`src/rtl/floo_mesh_link_buffer_if.sv`:
```
// -----------------------------------------------------------------------------
// floo_mesh_link_buffer_if
// Valid/ready flit channel used on either side of the mesh link buffer.
//   valid : flit valid, driven by the sender
//   ready : receiver can take the flit this cycle
//   data  : flit payload incl. header (FlitWidth bits)
// Modports: master = sender side, slave = receiver side.
// -----------------------------------------------------------------------------
interface floo_mesh_link_buffer_if #(
  parameter int unsigned FlitWidth = 64
);
  logic                 valid;
  logic                 ready;
  logic [FlitWidth-1:0] data;

  modport master (output valid, output data, input ready);
  modport slave  (input valid, input data, output ready);
endinterface

```
`src/rtl/floo_mesh_link_buffer.sv`:
```
// -----------------------------------------------------------------------------
// floo_mesh_link_buffer
// Elastic buffer on one inter-tile mesh link channel. All handshake outputs
// come straight from flops, so no combinational valid/ready path crosses the
// link, while Depth>=2 still sustains one flit per cycle.
// Ports:
//   clk_i       : link clock, rising edge
//   rst_i       : asynchronous reset, active-high
//   clr_i       : synchronous clear of contents and counters
//   i_up        : upstream channel (slave: valid/data in, ready out)
//   o_dn        : downstream channel (master: valid/data out, ready in)
//   fill_o      : number of stored flits
//   flit_cnt_o  : flits delivered downstream, wraps
//   stall_cnt_o : cycles with valid out but no ready, saturates
// -----------------------------------------------------------------------------
module floo_mesh_link_buffer #(
  parameter int unsigned FlitWidth = 64,
  parameter int unsigned Depth     = 2,
  parameter int unsigned CntWidth  = 16,
  localparam int unsigned FillW    = $clog2(Depth + 1),
  localparam int unsigned PtrW     = $clog2(Depth)
) (
  input  logic                         clk_i,
  input  logic                         rst_i,
  input  logic                         clr_i,
  floo_mesh_link_buffer_if.slave       i_up,
  floo_mesh_link_buffer_if.master      o_dn,
  output logic [FillW-1:0]             fill_o,
  output logic [CntWidth-1:0]          flit_cnt_o,
  output logic [CntWidth-1:0]          stall_cnt_o
);

  logic [FlitWidth-1:0] r_mem [Depth];
  logic [PtrW-1:0]      r_wr_ptr;
  logic [PtrW-1:0]      r_rd_ptr;
  logic [FillW-1:0]     r_fill;
  logic                 r_valid;
  logic                 r_ready;
  logic [CntWidth-1:0]  r_flit_cnt;
  logic [CntWidth-1:0]  r_stall_cnt;

  logic                 w_push;
  logic                 w_pop;
  logic                 w_stall;
  logic [FillW-1:0]     w_fill_nxt;
  logic [PtrW-1:0]      w_wr_ptr_nxt;
  logic [PtrW-1:0]      w_rd_ptr_nxt;

  // Handshakes qualified only by registered flags.
  assign w_push  = i_up.valid & r_ready;
  assign w_pop   = r_valid & o_dn.ready;
  assign w_stall = r_valid & ~o_dn.ready;

  // Occupancy and pointer successors; wrap by explicit compare so any Depth works.
  always_comb begin
    w_fill_nxt   = r_fill;
    w_wr_ptr_nxt = r_wr_ptr;
    w_rd_ptr_nxt = r_rd_ptr;
    case ({w_push, w_pop})
      2'b10:   w_fill_nxt = r_fill + FillW'(1);
      2'b01:   w_fill_nxt = r_fill - FillW'(1);
      default: w_fill_nxt = r_fill;
    endcase
    if (w_push) begin
      w_wr_ptr_nxt = (r_wr_ptr == PtrW'(Depth - 1)) ? PtrW'(0) : r_wr_ptr + PtrW'(1);
    end else begin
      w_wr_ptr_nxt = r_wr_ptr;
    end
    if (w_pop) begin
      w_rd_ptr_nxt = (r_rd_ptr == PtrW'(Depth - 1)) ? PtrW'(0) : r_rd_ptr + PtrW'(1);
    end else begin
      w_rd_ptr_nxt = r_rd_ptr;
    end
  end

  // Control state, handshake flags and counters; clear wins over push/pop.
  always_ff @(posedge clk_i or posedge rst_i) begin
    if (rst_i) begin
      r_wr_ptr    <= PtrW'(0);
      r_rd_ptr    <= PtrW'(0);
      r_fill      <= FillW'(0);
      r_valid     <= 1'b0;
      r_ready     <= 1'b1;
      r_flit_cnt  <= CntWidth'(0);
      r_stall_cnt <= CntWidth'(0);
    end else if (clr_i) begin
      r_wr_ptr    <= PtrW'(0);
      r_rd_ptr    <= PtrW'(0);
      r_fill      <= FillW'(0);
      r_valid     <= 1'b0;
      r_ready     <= 1'b1;
      r_flit_cnt  <= CntWidth'(0);
      r_stall_cnt <= CntWidth'(0);
    end else begin
      r_wr_ptr    <= w_wr_ptr_nxt;
      r_rd_ptr    <= w_rd_ptr_nxt;
      r_fill      <= w_fill_nxt;
      // Flags are precomputed from next occupancy so outputs are pure flops.
      r_valid     <= (w_fill_nxt != FillW'(0));
      r_ready     <= (w_fill_nxt != FillW'(Depth));
      r_flit_cnt  <= w_pop ? (r_flit_cnt + CntWidth'(1)) : r_flit_cnt;
      if (w_stall && (r_stall_cnt != {CntWidth{1'b1}})) begin
        r_stall_cnt <= r_stall_cnt + CntWidth'(1);
      end else begin
        r_stall_cnt <= r_stall_cnt;
      end
    end
  end

  // Flit storage; contents are don't-care after reset, so no reset term.
  always_ff @(posedge clk_i) begin
    if (w_push && !clr_i) begin
      r_mem[r_wr_ptr] <= i_up.data;
    end
  end

  assign i_up.ready  = r_ready;
  assign o_dn.valid  = r_valid;
  assign o_dn.data   = r_mem[r_rd_ptr];
  assign fill_o      = r_fill;
  assign flit_cnt_o  = r_flit_cnt;
  assign stall_cnt_o = r_stall_cnt;

  floo_mesh_link_buffer_chk #(
    .FlitWidth (FlitWidth),
    .Depth     (Depth),
    .FillW     (FillW)
  ) u_chk (
    .clk_i   (clk_i),
    .rst_i   (rst_i),
    .valid_i (i_up.valid),
    .ready_i (r_ready),
    .data_i  (i_up.data),
    .fill_i  (r_fill)
  );

endmodule

// -----------------------------------------------------------------------------
// floo_mesh_link_buffer_chk
// Property checker for the link buffer: legal depth, occupancy bound and the
// upstream hold-until-accepted rule. Contains no functional logic.
// -----------------------------------------------------------------------------
module floo_mesh_link_buffer_chk #(
  parameter int unsigned FlitWidth = 64,
  parameter int unsigned Depth     = 2,
  parameter int unsigned FillW     = 2
) (
  input logic                 clk_i,
  input logic                 rst_i,
  input logic                 valid_i,
  input logic                 ready_i,
  input logic [FlitWidth-1:0] data_i,
  input logic [FillW-1:0]     fill_i
);

  if (Depth < 2) begin : g_bad_depth
    $error("floo_mesh_link_buffer: Depth must be at least 2");
  end

  a_fill_bound: assert property (@(posedge clk_i) disable iff (rst_i)
    fill_i <= FillW'(Depth));

  // A flit offered while the buffer is full must stay offered, unchanged.
  a_up_hold: assert property (@(posedge clk_i) disable iff (rst_i)
    (valid_i && !ready_i) |=> (valid_i && $stable(data_i)));

endmodule

```
`src/flat_wrapper.sv`:
```
// flat-port wrapper written by rule: the top's interface ports become plain ports
module floo_mesh_link_buffer_flat 
#(
  parameter int unsigned FlitWidth = 64,
  parameter int unsigned Depth     = 2,
  parameter int unsigned CntWidth  = 16,
  localparam int unsigned FillW    = $clog2(Depth + 1),
  localparam int unsigned PtrW     = $clog2(Depth)
)
  (clk_i, rst_i, clr_i, fill_o, flit_cnt_o, stall_cnt_o, i_up_valid, i_up_data, i_up_ready, o_dn_valid, o_dn_data, o_dn_ready);
  floo_mesh_link_buffer_if #(.FlitWidth(FlitWidth)) i_up_i ();
  floo_mesh_link_buffer_if #(.FlitWidth(FlitWidth)) o_dn_i ();
  input  logic clk_i;
  input  logic rst_i;
  input  logic clr_i;
  output logic [FillW-1:0] fill_o;
  output logic [CntWidth-1:0] flit_cnt_o;
  output logic [CntWidth-1:0] stall_cnt_o;
  input wire logic [$bits(i_up_i.valid)-1:0] i_up_valid;
  input wire logic [$bits(i_up_i.data)-1:0] i_up_data;
  output wire logic [$bits(i_up_i.ready)-1:0] i_up_ready;
  output wire logic [$bits(o_dn_i.valid)-1:0] o_dn_valid;
  output wire logic [$bits(o_dn_i.data)-1:0] o_dn_data;
  input wire logic [$bits(o_dn_i.ready)-1:0] o_dn_ready;
  assign i_up_i.valid = i_up_valid;
  assign i_up_i.data = i_up_data;
  assign i_up_ready = i_up_i.ready;
  assign o_dn_valid = o_dn_i.valid;
  assign o_dn_data = o_dn_i.data;
  assign o_dn_i.ready = o_dn_ready;
  floo_mesh_link_buffer #(.FlitWidth(FlitWidth), .Depth(Depth), .CntWidth(CntWidth)) u_core (.clk_i(clk_i), .rst_i(rst_i), .clr_i(clr_i), .i_up(i_up_i), .o_dn(o_dn_i), .fill_o(fill_o), .flit_cnt_o(flit_cnt_o), .stall_cnt_o(stall_cnt_o));
endmodule
```
`config.mk`:
```
export PLATFORM = sky130hd
export DESIGN_NAME = floo_mesh_link_buffer_flat
export DESIGN_NICKNAME = d
export VERILOG_FILES = /design/src/rtl/floo_mesh_link_buffer_if.sv /design/src/rtl/floo_mesh_link_buffer.sv /design/src/flat_wrapper.sv
export SDC_FILE = /design/constraint.sdc
export NUM_CORES = 1
export LEC_CHECK = 0
export BUFFER_PORTS_ARGS = -buffer_cell sky130_fd_sc_hd__buf_2
export CORE_ASPECT_RATIO = 1.2
export CORE_MARGIN = 1.5
export CORE_UTILIZATION = 45
export CTS_CLUSTER_SIZE = 20
export DETAILED_ROUTE_END_ITERATION = 7
export PLACE_DENSITY = 0.81
export RECOVER_POWER = 25
export REMOVE_ABC_BUFFERS = 1
export SETUP_SLACK_MARGIN = 0.1
export SKIP_LAST_GASP = 1
export SYNTH_ARGS = -nofsm -noshare
export SYNTH_HDL_FRONTEND = slang
export SYNTH_SLANG_ARGS = --single-unit
```
`constraint.sdc`:
```
create_clock -name clk_i -period 6.8 [get_ports clk_i]
set_input_delay 1.7 -clock clk_i [delete_from_list [all_inputs] [get_ports clk_i]]
set_output_delay 1.7 -clock clk_i [all_outputs]
set_load 0.03 [all_outputs]
```
==> results of run 1 <==
-- final cells by class --
type	count	area, um2
inverter	7	26.3
sequential	166	4800
multi-input combinational	218	1710
clock buffer	18	429
timing repair buffer	172	843
fill	1153	6190
tap	175	219
clock inverter	14	139
-- worst register-to-register path, stage by stage (launching register included) --
cell and delay (ns):
sky130_fd_sc_hd__dfrtp_1 0.51, sky130_fd_sc_hd__ha_1 0.28, sky130_fd_sc_hd__and4b_1 0.33, sky130_fd_sc_hd__nand3_1 0.20, sky130_fd_sc_hd__or4_1 0.50, sky130_fd_sc_hd__a21oi_1 0.15
-- how the worst min path moves through the flow --
stage | from | end | slack [ns] | cells past startpoint
2_1_floorplan | u_core.r_wr_ptr | u_core.r_wr_ptr | 0.52 | 2
3_3_place_gp | u_core.flit_cnt_o[10] | u_core.flit_cnt_o[10] | 0.55 | 2
3_5_place_dp | u_core.flit_cnt_o[8] | u_core.flit_cnt_o[8] | 0.58 | 2
4_1_cts | u_core.flit_cnt_o[8] | u_core.flit_cnt_o[8] | 0.59 | 2
5_1_grt | u_core.flit_cnt_o[4] | u_core.flit_cnt_o[4] | 0.62 | 2
6_report | u_core.flit_cnt_o[4] | u_core.flit_cnt_o[4] | 0.59 | 2
-- sequential cells by signal, indices dropped and copies added, names as in the netlist --
signal	flops
u_core.i_up.ready	1
u_core.stall_cnt_o	16
u_core.flit_cnt_o	16
u_core.o_dn.valid	1
u_core.fill_o	2
u_core.r_rd_ptr	1
u_core.r_wr_ptr	1
u_core.r_mem	128
-- synthesized netlist by cell type (2+ instances only) --
library cell,count
sky130_fd_sc_hd__nor3b_1,2
sky130_fd_sc_hd__o31ai_1,5
sky130_fd_sc_hd__mux2i_1,2
sky130_fd_sc_hd__clkbuf_1,12
sky130_fd_sc_hd__inv_1,7
sky130_fd_sc_hd__or4_1,3
sky130_fd_sc_hd__and2_1,3
sky130_fd_sc_hd__nand2_1,12
sky130_fd_sc_hd__nor4_1,2
sky130_fd_sc_hd__a31o_2,2
sky130_fd_sc_hd__mux2_2,68
sky130_fd_sc_hd__a21oi_1,15
sky130_fd_sc_hd__nor2b_1,4
sky130_fd_sc_hd__a31oi_1,2
sky130_fd_sc_hd__ha_1,3
sky130_fd_sc_hd__nor3_1,7
sky130_fd_sc_hd__and4b_1,2
sky130_fd_sc_hd__and4_1,2
sky130_fd_sc_hd__xnor2_1,12
sky130_fd_sc_hd__nand3_1,11
sky130_fd_sc_hd__dfrtp_1,37
sky130_fd_sc_hd__edfxtp_1,128
sky130_fd_sc_hd__nand2b_1,6
sky130_fd_sc_hd__nand4_1,7
sky130_fd_sc_hd__a211oi_1,2
sky130_fd_sc_hd__xor2_1,2
sky130_fd_sc_hd__or3_1,7
sky130_fd_sc_hd__nor2_1,23
sky130_fd_sc_hd__o21ai_0,7
-- cells by family after synthesis --
| logic type | synth area share |
|---|---|
| DFF | 0.728 |
| and+or+nand+nor | 0.0830 |
| muxes | 0.119 |
| AOI/OAI and AO/OA | 0.0319 |
| buffers and inverters | 0.0139 |
| xor gates and xnor gates | 0.0186 |
| adders and majority gates | 0.00570 |
-- where the power goes --
part / total (W) / internal (W) / switching [W]
clock network: 0.000917 / 0.000515 / 0.000402
logic: 0.000546 / 0.000186 / 0.000359
registers: 0.00121 / 0.00118 / 0.0000321
-- per-layer routing --
| layer | wire (um) | share of wire | vias up |
|---|---|---|---|
| li1 | - | - | 1895 |
| met1 | 5140 | 0.40 | 1971 |
| met2 | 6510 | 0.50 | 161 |
| met3 | 1020 | 0.079 | 27 |
| met4 | 229 | 0.018 | 2 |
| met5 | 16 | 0.0012 | - |
-- through the flow --
step	utilization	setup TNS, ns	total power [W]	cell area [um2]	hold WS, ns
floorplan	-	-18.57	0.00162	6530	0.519
global placement	0.531	0	0.00177	7630	0.552
detailed placement	0.531	0	0.00179	7630	0.575
CTS	0.571	0	0.00270	8190	0.595
global route	0.569	0	0.00278	8170	0.618
finish	0.569	0	0.00268	8170	0.590
==> metrics list, run 1 <==
* Number of cells in the design after placement: ~740
* Number of post-CTS setup repair buffers: 0
* Die Wd: between 100 and 150 um
- Critical-path cell with the highest stage delay: sky130_fd_sc_hd__buf_4
* Count of unique library cells instantiated by Yosys: 40
- Most used cells in the layout excluding fill and tap cells: sky130_fd_sc_hd__buf_2, sky130_fd_sc_hd__edfxtp_1, sky130_fd_sc_hd__mux2_2, sky130_fd_sc_hd__dfrtp_1
- For this run, global-route usage on met3 was measured as 0.0586.
- Number of pins with negative max-slew slack in the final report: 0
- At the worst endpoint, the required time is 5.10 ns.
- Synthesis inferred approximately 170 register bits.
- Count of flip-flops with a built-in enable after synthesis: 128
* Cell family contributing the most delay on the critical path: buffers and inverters
* Setup WS post-layout: 3.00 ns
- Met2 demand-to-capacity share in global routing: 0.296
- Endpoints failing setup: 0
- For this run, the number of Yosys warnings is 0.
* Cell area power density: 328 nW/um2
* Portion of the post-synthesis area used by sequential elements: 0.728
* Max frequency: approximately 260 MHz
* Maximum root-to-sink buffer count: 2
* Total congestion overflow after global routing: 0
- A synthesized cell averages around 16 um2.
* Fraction of final layout cells with drive strength greater than 1: 0.435
* CP bufs+invs: 2
- Placement row count: 48
* Largest net degree at the start of global routing: 65
- Placement Setup Slack: approximately 3.3 ns
* Reg2reg end: u_core.stall_cnt_o[14]
- During I/O placement, the number of pins put on the boundary was 169.
* Clock tree from TritonCTS: yes
* Initial core utilization: 0.459
* GPL Wtd Cong: about 0.84
* Total via count after detailed routing: just over 4000
- Number of max-capacitance violations reported: 0
* Pre-Repair DR Iteration Count: 4
* Area growth, synth to finish: 23.9%
- Post-route insts no fill: 770
- For the pin with the worst max-slew slack, the measured transition is 0.864 ns.
- The worst register-to-register path has a depth of 5.
- Setup repair after global routing left no endpoint under its margin.
* Routed wire length per instance: approximately 17 um
* Hold violation total from the final report: 0
- Layer carrying the most global-route usage: met2
- The clock tree synthesis step divided the H-tree into 4 levels.
- Number of buffers created by CTS: 17
* Max-slew headroom: 0.424
* Die height: around 140 um
- The routed design could run at a clock period as short as between 3 and 4 ns.
- Number of clock sinks seen by CTS: roughly 170
- The count of nets left with antenna violations once routing finished came out at 0.
- Most common cell after layout, fill and taps aside: sky130_fd_sc_hd__buf_2
* Cell leakage power: roughly 3.2 nW
- The worst-case IR drop observed on VDD is between 150 and 200 uV.
- The worst setup path is launched from a flip-flop.
- Total Wirelength: about 13000 um
- The critical path is of the reg -> out type.
- Ratio of routed vias to standard cells: 5.27
- Core footprint: ~14000 um2
- Top post-synthesis cells by area: sky130_fd_sc_hd__edfxtp_1, sky130_fd_sc_hd__dfrtp_1, sky130_fd_sc_hd__mux2_2
- Of the available clock period, the critical path in the final layout requires 0.559.
- Hold/Removal Path Class: reg -> reg
- Internal reg-to-reg setup slack: 4.75 ns
- After clock tree synthesis, the clock-pin slew on the worst setup and hold paths is ~0.070 ns.
- On the final layout, the worst clock skew is approximately 0.0053 ns.
* Initial DRC count: between 200 and 250
- STA puts the critical path data arrival time at 2.10 ns.
- The most critical setup path has its endpoint at o_dn_data[44].
- Combined area of all synthesized cells: roughly 6600 um2
* Number of antenna violations at the first check in global routing: 1
- The number of antenna diodes in the final layout is 0.
- In this run, post-CTS repair resized a total of 0 instances.
* Post-cts hold buffer count: 0
* Category of the worst setup path capture point: output port
- Ordered list of cells on the worst path: buf_4, mux2_2, buf_2
- Cell at the root of the clock tree: sky130_fd_sc_hd__clkbuf_16
* Via count of the first global-routing pass: 4068
* Synth Instances: between 400 and 500
- Post-detail-place hpwl: 8580 um
* Async set-or-reset flop fraction in the synthesized netlist: 0.229
- The run finished with clean final reports.
- At the later pin of the worst-skew pair, clock insertion delay measures 0.42 ns.
- Count of unresolved DRC violations after routing: 0
- Buffers placed on the I/O ports in this run total ~170.
- Overall die area: between 15000 and 20000 um2
- Slowest Stage Delay on Critical Path: roughly 0.66 ns
- Cell taking the most area after synthesis: sky130_fd_sc_hd__edfxtp_1
* First element of the critical path: u_core.r_rd_ptr
- Routing usage on met1: 0.192
- The most used flip-flop cell after synthesis is sky130_fd_sc_hd__edfxtp_1.
* GR Util All Layers: 0.170
- At the end of the flow, the number of nets in the layout was approximately 650.
- First-pass GRT wire length: between 20000 and 25000 um
* Logic depth of the worst setup path including buffers: 3
* Max Fanout on Critical Path: 62
- Of the post-synthesis cell area, the dominant cell type holds 0.583.
* Worst r2r src: u_core.stall_cnt_o[0]
(Power assumes the default switching activity.)
==> run 2: changes to the inputs <==
==> constraint.sdc (replaced) <==
create_clock -name clk_i -period 3.6 [get_ports clk_i]
set_input_delay 0.9 -clock clk_i [delete_from_list [all_inputs] [get_ports clk_i]]
set_output_delay 0.9 -clock clk_i [all_outputs]
set_load 0.03 [all_outputs]
==> metrics list, run 2 (same netlist as run 1, synthesis figures left out) <==
* Outcome: completed
* Critical-path cell with the highest stage delay: sky130_fd_sc_hd__dfrtp_2
- Kind of start point of the critical path: flip-flop
* Die Wd: 113 um (unchanged)
- The remaining number of nets flagged by the antenna check after routing is 0 (unchanged).
* Largest net degree at the start of global routing: 65 (unchanged)
- The sum of internal, switching and leakage power is 0.00506 W (+89%).
- The clock latency reported for the late side of the worst-skew pair is 0.42 ns (about the same).
- Largest register by flop count: u_core.r_mem
* Die height: 136 um (unchanged)
- Most common cell after layout, fill and taps aside: sky130_fd_sc_hd__buf_2
* First-pass GRT wire length: 20300 um (+0.65%)
* Cell family contributing the most delay on the critical path: flip-flops
* Number of flip-flops in the largest register: 128 (unchanged)
- Cell area power density: 617 nW/um2 (+88%)
- Logic depth of the worst setup path including buffers: 3 (unchanged)
- The count of non-filler cells in the finished layout is 771 (+0.13%).
* Routed wire length per instance: 16.8 um (about the same)
- Cell at the root of the clock tree: sky130_fd_sc_hd__clkbuf_16
- The count of buffer and inverter cells on the critical path was 2 (unchanged).
- The detailed-route vias per instance came to 5.27 (about the same).
* GR Util All Layers: 0.173 (+0.00299)
* Setup crit end: o_dn_data[4]
- The floorplan core area was 14400 um2 (unchanged).
- IR drop worst, VDD: 380 uV (+110%)
- Fin Hold WS: 0.521 ns (-0.0683 ns)
* Max frequency: about 350 MHz
- Placement row count: 48 (unchanged)
- The HPWL reported at the end of detailed placement is 8810 um (+2.6%).
* Ordered list of cells on the worst path: buf_12, mux2_2, buf_2
- The min-delay analysis places its worst path in the category in -> async.
- The final worst slack was 0.756 ns (-2.24 ns).
* Number of antenna violations at the first check in global routing: 2 (+1)
* Layout Nets: 654 (unchanged)
- Initial DRC count: 259 (+17%)
* Maximum root-to-sink buffer count: 2 (unchanged)
* Final Util: 0.572 (+0.00305)
- Clock tree from TritonCTS: yes
- The endpoint identified for the worst register-to-register timing path is u_core.stall_cnt_o[14].
* Number of buffers created by CTS: 17 (unchanged)
* Worst Reg-to-Reg Cells: 5 (unchanged)
- The length of the first detailed-routing pass in iterations is 4 (unchanged).
- The highest cell delay on the worst timing path is 0.60 ns (-0.06 ns).
- Category of the most critical setup path: reg -> out
* Fraction of final layout cells with drive strength greater than 1: 0.434 (-0.00168)
* Share of the cycle needed by the critical path after routing: 0.790
* Total Wirelength: 12900 um (about the same)
- Count of unresolved DRC violations after routing: 0 (unchanged)
* Worst r2r src: u_core.stall_cnt_o[0]
- The placed instance count is 738 (unchanged).
* Placement Setup Slack: 1.18 ns (-2.14 ns)
- STA classifies the critical path endpoint as an output port.
- The transition time at the pin with the least slew margin came to 0.784 ns (-0.0807 ns).
- Number of clock sinks seen by CTS: 166 (unchanged)
* Total of buffers placed on input and output ports: 168 (unchanged)
- Number of post-CTS setup repair buffers: 0 (unchanged)
- The number of I/O pins was 169 (unchanged).
- The final global-route overflow total was 0 (unchanged).
- Total via count after detailed routing: 4060 (+0.099%)
- The endpoint arrival time on the critical path is 1.94 ns (-0.16 ns).
- The hold violation count in the final report was 0 (unchanged).
- The maximum level of the CTS H-tree is 4 (unchanged).
* Max-slew headroom: 0.477 (+0.0538)
* GPL Wtd Cong: 0.866 (+2.7%)
- The static leakage is 3.17 nW (+0.33%).
- The routed design could run at a clock period as short as about 2.8 ns.
- Internal reg-to-reg setup slack: 1.55 ns (-3.20 ns)
- The area growth from synthesis to layout is 24.6%.
- RSZ-0062 raised after global routing: no
- CP required: 2.70 ns (-2.40 ns)
* Post-cts hold buffer count: 0 (unchanged)
* First element of the critical path: u_core.r_rd_ptr
- Overall die area: 15400 um2 (unchanged)
* Endpoints failing setup: 0 (unchanged)
* Max Fanout on Critical Path: 51 (-18%)
- Most used cells in the layout excluding fill and tap cells: sky130_fd_sc_hd__buf_2, sky130_fd_sc_hd__edfxtp_1, sky130_fd_sc_hd__mux2_2, sky130_fd_sc_hd__dfrtp_1
* Clock transition at the registers of the reported paths: 0.07 ns (about the same)
- Number of pins with negative max-slew slack in the final report: 0 (unchanged)
* Number of max-capacitance violations reported: 0 (unchanged)
- Final worst clock skew: 0.0131 ns (+0.00788 ns)
- The layout filler cell count is 1135 (-1.6%).
- Cts repair resizes: 0 (unchanged)
- The effective utilization at floorplan came to 0.459 (unchanged).
- The via count of the first global-routing pass is 4090 (+0.54%).
[run 2: cell count changes in the layout (fill, tap and decap cells not counted)]
cell,delta
sky130_fd_sc_hd__buf_4,-3
sky130_fd_sc_hd__clkinvlp_4,-1
sky130_fd_sc_hd__clkinv_4,+4
sky130_fd_sc_hd__clkinv_1,+1
sky130_fd_sc_hd__diode_2,+1
sky130_fd_sc_hd__buf_12,+3
sky130_fd_sc_hd__clkinv_2,-2
sky130_fd_sc_hd__inv_6,-2
[run 2: worst min path at each step]
stage / end / slack, ns / from
2_1_floorplan: u_core.r_wr_ptr / 0.52 / u_core.r_wr_ptr
3_3_place_gp: u_core.r_wr_ptr / 0.55 / u_core.r_wr_ptr
3_5_place_dp: u_core.flit_cnt_o[8] / 0.56 / u_core.flit_cnt_o[8]
4_1_cts: u_core.flit_cnt_o[15] / 0.52 / rst_i
5_1_grt: u_core.flit_cnt_o[15] / 0.57 / rst_i
6_report: u_core.flit_cnt_o[15] / 0.52 / rst_i
[run 2: routing by layer]
metal	part of all wire	track usage	wire, um
met1	0.39	0.203	5040
met2	0.52	0.292	6710
met3	0.081	0.0671	1050
met4	0.0089	0.0604	115
met5	0.00093	0	12
[run 2: report_power, final]
part / internal, W / switching, W
logic: 0.000365 / 0.000663
registers: 0.00223 / 0.0000760
clock network: 0.000972 / 0.000759
total: 0.00356 / 0.00150
[run 2: worst reg2reg max path, delay by kind of cell (launching register included)]
kind	cells	cell delay [ns]
adders and majority gates	1	0.28
DFF	1	0.52
and+or+nand+nor	3	1.03
AOI/OAI and AO/OA	1	0.15
[run 2: layout make-up]
class / count / area, um2 / share of cell area
clock buffer: 18 / 429 / 0.0523
timing repair buffer: 172 / 881 / 0.107
multi-input combinational: 218 / 1710 / 0.209
tap: 175 / 219 / 0.0267
inverter: 7 / 26.3 / 0.00320
clock inverter: 14 / 143 / 0.0174
sequential: 166 / 4800 / 0.584
antenna: 1 / 2.50 / 0.000305
[run 2: metrics by stage]
step | area [um2] | TNS [ns]
global route | 8210 | 0
detailed placement | 7660 | 0
finish | 8210 | 0
global placement | 7660 | 0
floorplan | 6530 | -321.10
CTS | 8240 | 0
